$ cat src/rtl/writeback_serializer.sv
// Writeback serializer: queues writeback-mux results and drains them onto one GPR port and one CR/XER port.
// Optional feature macro WB_BYPASS_EN: an entry offered while the block is empty and idle skips the FIFO.
module writeback_serializer #(
  parameter int regWidth     = 5,
  parameter int dataWidth    = 64,
  parameter int fifoDepth    = 4,
  parameter int FXUnitCode   = 0,
  parameter int LdStUnitCode = 2
) (
  input  logic                 clock_i,
  input  logic                 reset_i,
  input  logic [2:0]           functionalUnitCode_i,
  input  logic                 reg1WritebackEnable_i,
  input  logic                 reg2WritebackEnable_i,
  input  logic [regWidth-1:0]  reg1WritebackAddress_i,
  input  logic [regWidth-1:0]  reg2WritebackAddress_i,
  input  logic [dataWidth-1:0] reg1WritebackVal_i,
  input  logic [dataWidth-1:0] reg2WritebackVal_i,
  output logic                 ready_o,
  output logic                 gprWriteEnable_o,
  output logic [regWidth-1:0]  gprWriteAddress_o,
  output logic [dataWidth-1:0] gprWriteVal_o,
  output logic                 crWriteEnable_o,
  output logic [regWidth-1:0]  crWriteBits_o,
  output logic [dataWidth-1:0] xerWriteVal_o,
  output logic                 overflow_o,
  output logic                 empty_o
);
  localparam int PtrW = $clog2(fifoDepth);
  localparam int CntW = PtrW + 1;
  localparam logic [2:0]      FX_CODE = 3'(FXUnitCode);
  localparam logic [2:0]      LS_CODE = 3'(LdStUnitCode);
  localparam logic [CntW-1:0] DEPTH   = CntW'(fifoDepth);

  typedef struct packed {
    logic [2:0]           code;
    logic                 en1;
    logic                 en2;
    logic [regWidth-1:0]  a1;
    logic [regWidth-1:0]  a2;
    logic [dataWidth-1:0] v1;
    logic [dataWidth-1:0] v2;
  } entry_t;

  typedef enum logic [1:0] {IDLE = 2'd0, ISSUE = 2'd1, SECOND = 2'd2} state_t;

  entry_t               fifo_mem_r [fifoDepth];
  logic [PtrW-1:0]      wr_ptr_r, rd_ptr_r;
  logic [CntW-1:0]      count_r, count_next_s;
  logic                 ready_r, overflow_r, empty_r;
  state_t               state_r;
  entry_t               cur_r, in_s, head_s;
  logic                 offer_s, bypass_s, push_s, pop_s, cur_dual_s;
  logic                 gpr_en_r, cr_en_r;
  logic [regWidth-1:0]  gpr_addr_r, cr_bits_r;
  logic [dataWidth-1:0] gpr_val_r, xer_val_r;

  assign head_s = fifo_mem_r[rd_ptr_r];

  // Accept / bypass / pop decisions and next occupancy
  always_comb begin
    in_s.code = functionalUnitCode_i;
    in_s.en1  = reg1WritebackEnable_i;
    in_s.en2  = reg2WritebackEnable_i;
    in_s.a1   = reg1WritebackAddress_i;
    in_s.a2   = reg2WritebackAddress_i;
    in_s.v1   = reg1WritebackVal_i;
    in_s.v2   = reg2WritebackVal_i;
    offer_s   = reg1WritebackEnable_i | reg2WritebackEnable_i;
`ifdef WB_BYPASS_EN
    bypass_s  = offer_s & ready_r & (state_r == IDLE) & (count_r == '0);
`else
    bypass_s  = 1'b0;
`endif
    push_s     = offer_s & ready_r & ~bypass_s;
    cur_dual_s = (cur_r.code == LS_CODE) & cur_r.en1 & cur_r.en2;
    // A dual-GPR entry holds the drain for its SECOND cycle before the next pop
    pop_s = (count_r != '0) & ((state_r == IDLE) | (state_r == SECOND) |
                               ((state_r == ISSUE) & ~cur_dual_s));
    count_next_s = count_r + CntW'(push_s) - CntW'(pop_s);
  end

  // FIFO storage, pointers, occupancy, ready and sticky overflow
  always_ff @(posedge clock_i or negedge reset_i) begin
    if (!reset_i) begin
      for (int i = 0; i < fifoDepth; i++) fifo_mem_r[i] <= '0;
      wr_ptr_r   <= '0;
      rd_ptr_r   <= '0;
      count_r    <= '0;
      ready_r    <= 1'b1;
      overflow_r <= 1'b0;
    end else begin
      if (push_s) begin
        fifo_mem_r[wr_ptr_r] <= in_s;
        wr_ptr_r             <= wr_ptr_r + PtrW'(1'b1);
      end
      if (pop_s) rd_ptr_r <= rd_ptr_r + PtrW'(1'b1);
      count_r <= count_next_s;
      ready_r <= (count_next_s < DEPTH);
      if (offer_s && !ready_r) overflow_r <= 1'b1;
    end
  end

  // Drain FSM: loads the issue register and drives the registered write ports
  always_ff @(posedge clock_i or negedge reset_i) begin
    if (!reset_i) begin
      state_r    <= IDLE;
      cur_r      <= '0;
      gpr_en_r   <= 1'b0;
      gpr_addr_r <= '0;
      gpr_val_r  <= '0;
      cr_en_r    <= 1'b0;
      cr_bits_r  <= '0;
      xer_val_r  <= '0;
      empty_r    <= 1'b1;
    end else begin
      gpr_en_r <= 1'b0;
      cr_en_r  <= 1'b0;
      empty_r  <= (state_r == IDLE) & (count_r == '0) & ~push_s & ~bypass_s;
      case (state_r)
        IDLE: begin
          if (pop_s) begin
            cur_r   <= head_s;
            state_r <= ISSUE;
          end else if (bypass_s) begin
            cur_r   <= in_s;
            state_r <= ISSUE;
          end else begin
            state_r <= IDLE;
          end
        end
        ISSUE: begin
          if (cur_r.code == FX_CODE) begin
            if (cur_r.en1) begin
              gpr_en_r   <= 1'b1;
              gpr_addr_r <= cur_r.a1;
              gpr_val_r  <= cur_r.v1;
            end
            if (cur_r.en2) begin
              cr_en_r   <= 1'b1;
              cr_bits_r <= cur_r.a2;
              xer_val_r <= cur_r.v2;
            end
          end else if (cur_r.code == LS_CODE) begin
            if (cur_r.en1) begin
              gpr_en_r   <= 1'b1;
              gpr_addr_r <= cur_r.a1;
              gpr_val_r  <= cur_r.v1;
            end else if (cur_r.en2) begin
              gpr_en_r   <= 1'b1;
              gpr_addr_r <= cur_r.a2;
              gpr_val_r  <= cur_r.v2;
            end
          end else if (cur_r.en1) begin
            gpr_en_r   <= 1'b1;
            gpr_addr_r <= cur_r.a1;
            gpr_val_r  <= cur_r.v1;
          end
          if (cur_dual_s) begin
            state_r <= SECOND;
          end else if (pop_s) begin
            cur_r   <= head_s;
            state_r <= ISSUE;
          end else begin
            state_r <= IDLE;
          end
        end
        SECOND: begin
          gpr_en_r   <= 1'b1;
          gpr_addr_r <= cur_r.a2;
          gpr_val_r  <= cur_r.v2;
          if (pop_s) begin
            cur_r   <= head_s;
            state_r <= ISSUE;
          end else begin
            state_r <= IDLE;
          end
        end
        default: state_r <= IDLE;
      endcase
    end
  end

  assign ready_o           = ready_r;
  assign overflow_o        = overflow_r;
  assign empty_o           = empty_r;
  assign gprWriteEnable_o  = gpr_en_r;
  assign gprWriteAddress_o = gpr_addr_r;
  assign gprWriteVal_o     = gpr_val_r;
  assign crWriteEnable_o   = cr_en_r;
  assign crWriteBits_o     = cr_bits_r;
  assign xerWriteVal_o     = xer_val_r;

endmodule
$ cat config.mk
export PLATFORM = sky130hd
export DESIGN_NAME = writeback_serializer
export DESIGN_NICKNAME = d
export VERILOG_FILES = /design/src/rtl/writeback_serializer.sv
export SDC_FILE = /design/constraint.sdc
export NUM_CORES = 1
export LEC_CHECK = 0
export CAP_MARGIN = 10
export CELL_PAD_IN_SITES_DETAIL_PLACEMENT = 2
export CELL_PAD_IN_SITES_GLOBAL_PLACEMENT = 2
export CORE_ASPECT_RATIO = 2
export CORE_MARGIN = 2
export CORE_UTILIZATION = 47
export DETAILED_ROUTE_END_ITERATION = 10
export PLACE_DENSITY = 0.91
export SYNTH_ARGS = -nofsm -noshare
export SYNTH_HDL_FRONTEND = slang
export SYNTH_SLANG_ARGS = --single-unit
$ cat constraint.sdc
create_clock -name clock_i -period 5.5 [get_ports clock_i]
set_input_delay 0.825 -clock clock_i [delete_from_list [all_inputs] [get_ports clock_i]]
set_output_delay 0.825 -clock clock_i [all_outputs]
set_load 0.02 [all_outputs]
==> summary.txt <==
Status
  • Status: complete, no violations

Floorplanning
  • Die height: 398 µm
  • Initial Util: 47.3%
  • I/O Pins: 288
  • Core Area: 76900 µm²
  • Rows: 144
  • Die area: 79800 µm²
  • Die X-Extent: 201 µm

GRT
  • Met1 Use GR: 36.6%
  • Met2 Use GR: 60.8%
  • Number of global-route vias before repair: 25646
  • Met3 usage: 5.28%
  • Pin count of the biggest net entering global routing: 132
  • First-pass GRT wire length: 189 mm
  • Initial antenna violation count: 16
  • Grt peak-use layer: met2
  • GRT Total Usage: 32.7%
  • Grt total ovfl: 0

Clocking
  • Clock Sinks: 867
  • Max clock buf depth: 3
  • H-tree levels: 3
  • CTS Buf Count: 79
  • Post-CTS sizing: 0
  • Post-CTS Repair Setup Buffers: 0
  • CTS tree: yes
  • CTS Hold Bufs: 0
  • Worst skew pair latency: 0.67 ns
  • Worst-path clk slew: 0.07 ns
  • Root Driver: clkbuf_16

Synth
  • Synth top area share: 59.5%
  • Syn nets: 2301
  • Number of synthesized flops with an enable pin: 0
  • Synthesis-stage register bit count: 867
  • Most used DFF post-synth: dfrtp_1
  • Sequential area share after synthesis: 59.6%
  • Yosys cell types: 44
  • Cell Area, Synth: 36400 µm²
  • Ys async rst share: 100%
  • Mapped Cells: 2145
  • Syn Area/Cell: 17.0 µm²
  • Synth warn: 0
  • Top cells by area, synth: dfrtp_1, mux2_2, mux2_1, mux4_2, mux2_4
  • Area leader, netlist: dfrtp_1

Power and ir drop
  • Maximum VDD drop: 474 µV
  • Pwr Density: 744 nW/µm²
  • Leak Pwr: 18.2 nW

Setup path
  • Nature of the critical path startpoint: register
  • Cells on worst reg2reg path: 7
  • Worst reg2reg endpoint: cur_r[32]$_DFFE_PN0P_
  • R2R setup slack: 1.39 ns
  • Crit Path Class: reg -> reg
  • Critical R2R Launch: state_r[0]$_DFF_PN0_
  • Crit path to: cur_r[32]$_DFFE_PN0P_
  • Crit path required time: 6.03 ns
  • Beginning of the critical path: state_r[0]$_DFF_PN0_
  • Worst EP arrival: 4.64 ns
  • Setup crit end kind: register
  • Max Fanout on Critical Path: 43

Detailed routing
  • Initial DRC count: 1165
  • Post-DRT Antenna Nets: 0
  • Drt via density: 6.08
  • Routed WL: 127 mm
  • Post-route DRC: 0
  • DR pass1 iterations: 5
  • Via count: 21225
  • Average wire per cell in the routed design: 36.4 µm

Placement
  • Gp weighted congestion: 0.761
  • HPWL after detailed placement: 72.4 mm
  • Pre-CTS WS: 1.56 ns
  • Placed cells: 3340
  • IO buf count: 287

Timing
  • Final setup viols: 0
  • Post-route setup TNS: 0 ns
  • Max Fclk: 243 MHz
  • Rel. slew slack: 16.2%
  • Final period util: 74.8%
  • Min Tclk post-route: 4.11 ns
  • Final Hold Vio Count: 0
  • Final Skew: 0.0337 ns
  • Post-route setup slack: 1.39 ns
  • Final Max Tran Viols: 0
  • RSZ-0062 raised after global routing: false
  • Slew @ Worst Pin: 1.25 ns

Cells and area
  • Util after Layout: 55.6%
  • Share of layout cells above drive strength 1: 32.7%
  • Final nets: 2555
  • Most frequent cells in the layout: dfrtp_1, mux2_2, mux2_1, clkdlybuf4s50_1, mux4_2
  • # fillers: 6583
  • Area Overhead vs Synth: 17.5%
  • Leading cell type in the layout, fill and taps excluded: dfrtp_1
  • Cell Count, Final, Fillers Out: 3490

Worst hold path
  • Min-Delay Path Class: in -> async

Flow run
  • Max-cap viol count: 0
## sequential cells by signal, indices dropped and copies added (netlist names), 2 cells and up
name and count:
rd_ptr_r 2, cur_r 143, xerWriteVal_o 64, wr_ptr_r 2, gprWriteVal_o 64, state_r 2
count_r 3, gprWriteAddress_o 5, fifo_mem_r 572, crWriteBits_o 5
## stage by stage
stage               hold slack (ns)  power, W  area, µm²
floorplan                     0.459    0.0203      36400
global placement              0.468    0.0236      40200
detailed placement            0.475    0.0252      40200
CTS                           0.287    0.0320      42800
global route                  0.298    0.0331      42800
finish                        0.202    0.0318      42800
## cell type report
type	count	area [µm²]	area share [%]
repair buffers	318	3270	7.65
clock buffers	117	2280	5.34
diodes	8	20.0	0.0468
clock inverters	25	254	0.594
flip-flops and latches	867	21700	50.7
multi-input cells	1121	13900	32.5
inverters	12	45.0	0.105
well taps	1022	1280	2.99
## cells in the mapped netlist, types with 2 or more instances
cell       instances
nor3_1             2
dfrtp_1          865
a22oi_1           10
nor2_1             3
buf_8              3
xnor2_1            4
nand2_1           11
nor2b_1            3
nor2_2             2
buf_6              8
mux2_2           415
buf_4             15
inv_1             12
mux2_1           291
o2bb2ai_1         10
o22ai_1           59
ha_1              10
dfstp_2            2
mux4_2           143
buf_2             91
mux2_4            77
a2bb2oi_1         59
o21a_1             2
clkbuf_1          28
## worst min-delay path by stage
| stage | from | end | slack (ns) | depth (start not counted) |
|---|---|---|---|---|
| after floorplan | fifo_mem_r[260]$_DFFE_PN0P_ | fifo_mem_r[260]$_DFFE_PN0P_ | 0.46 | 1 |
| after global placement | fifo_mem_r[241]$_DFFE_PN0P_ | fifo_mem_r[241]$_DFFE_PN0P_ | 0.47 | 1 |
| after detailed placement | fifo_mem_r[278]$_DFFE_PN0P_ | fifo_mem_r[278]$_DFFE_PN0P_ | 0.48 | 1 |
| after CTS | reset_i | fifo_mem_r[207]$_DFFE_PN0P_ | 0.29 | 1 |
| after global routing | reset_i | fifo_mem_r[134]$_DFFE_PN0P_ | 0.30 | 1 |
| final | reset_i | fifo_mem_r[134]$_DFFE_PN0P_ | 0.20 | 1 |
## worst max-delay path, cell delays in order, from the launching register on
cell and delay (ns):
dfrtp_1 0.39, inv_1 0.10, ha_1 0.38, nor2b_2 0.92, nand3b_4 0.19, nand3_4 0.78
buf_4 0.68, mux2_2 0.43
## metal layers
metal  routed length, µm  vias to the layer above
li1                    -                     8502
met3                5300                      250
met2               70600                      698
met1               45700                    11765
met4                5420                       10
met5                  66                        -
## power by group
group          leakage [nW]  total, W  internal, W  switching, W
sequential             10.3    0.0126      0.00976       0.00285
combinational          6.60    0.0135      0.00714       0.00638
clock                  1.25   0.00569      0.00308       0.00261
total                  18.2    0.0318       0.0200        0.0118
## cell families after synthesis
family | count (synthesis) | share of synthesized area, %
compound gates | 146 | 3.06
xor+xnor | 5 | 0.120
simple gates | 33 | 0.615
buf+inv | 157 | 2.34
flops | 867 | 59.6
fa+ha+maj | 11 | 0.399
mux | 926 | 33.9
(Power assumes the default switching activity.)
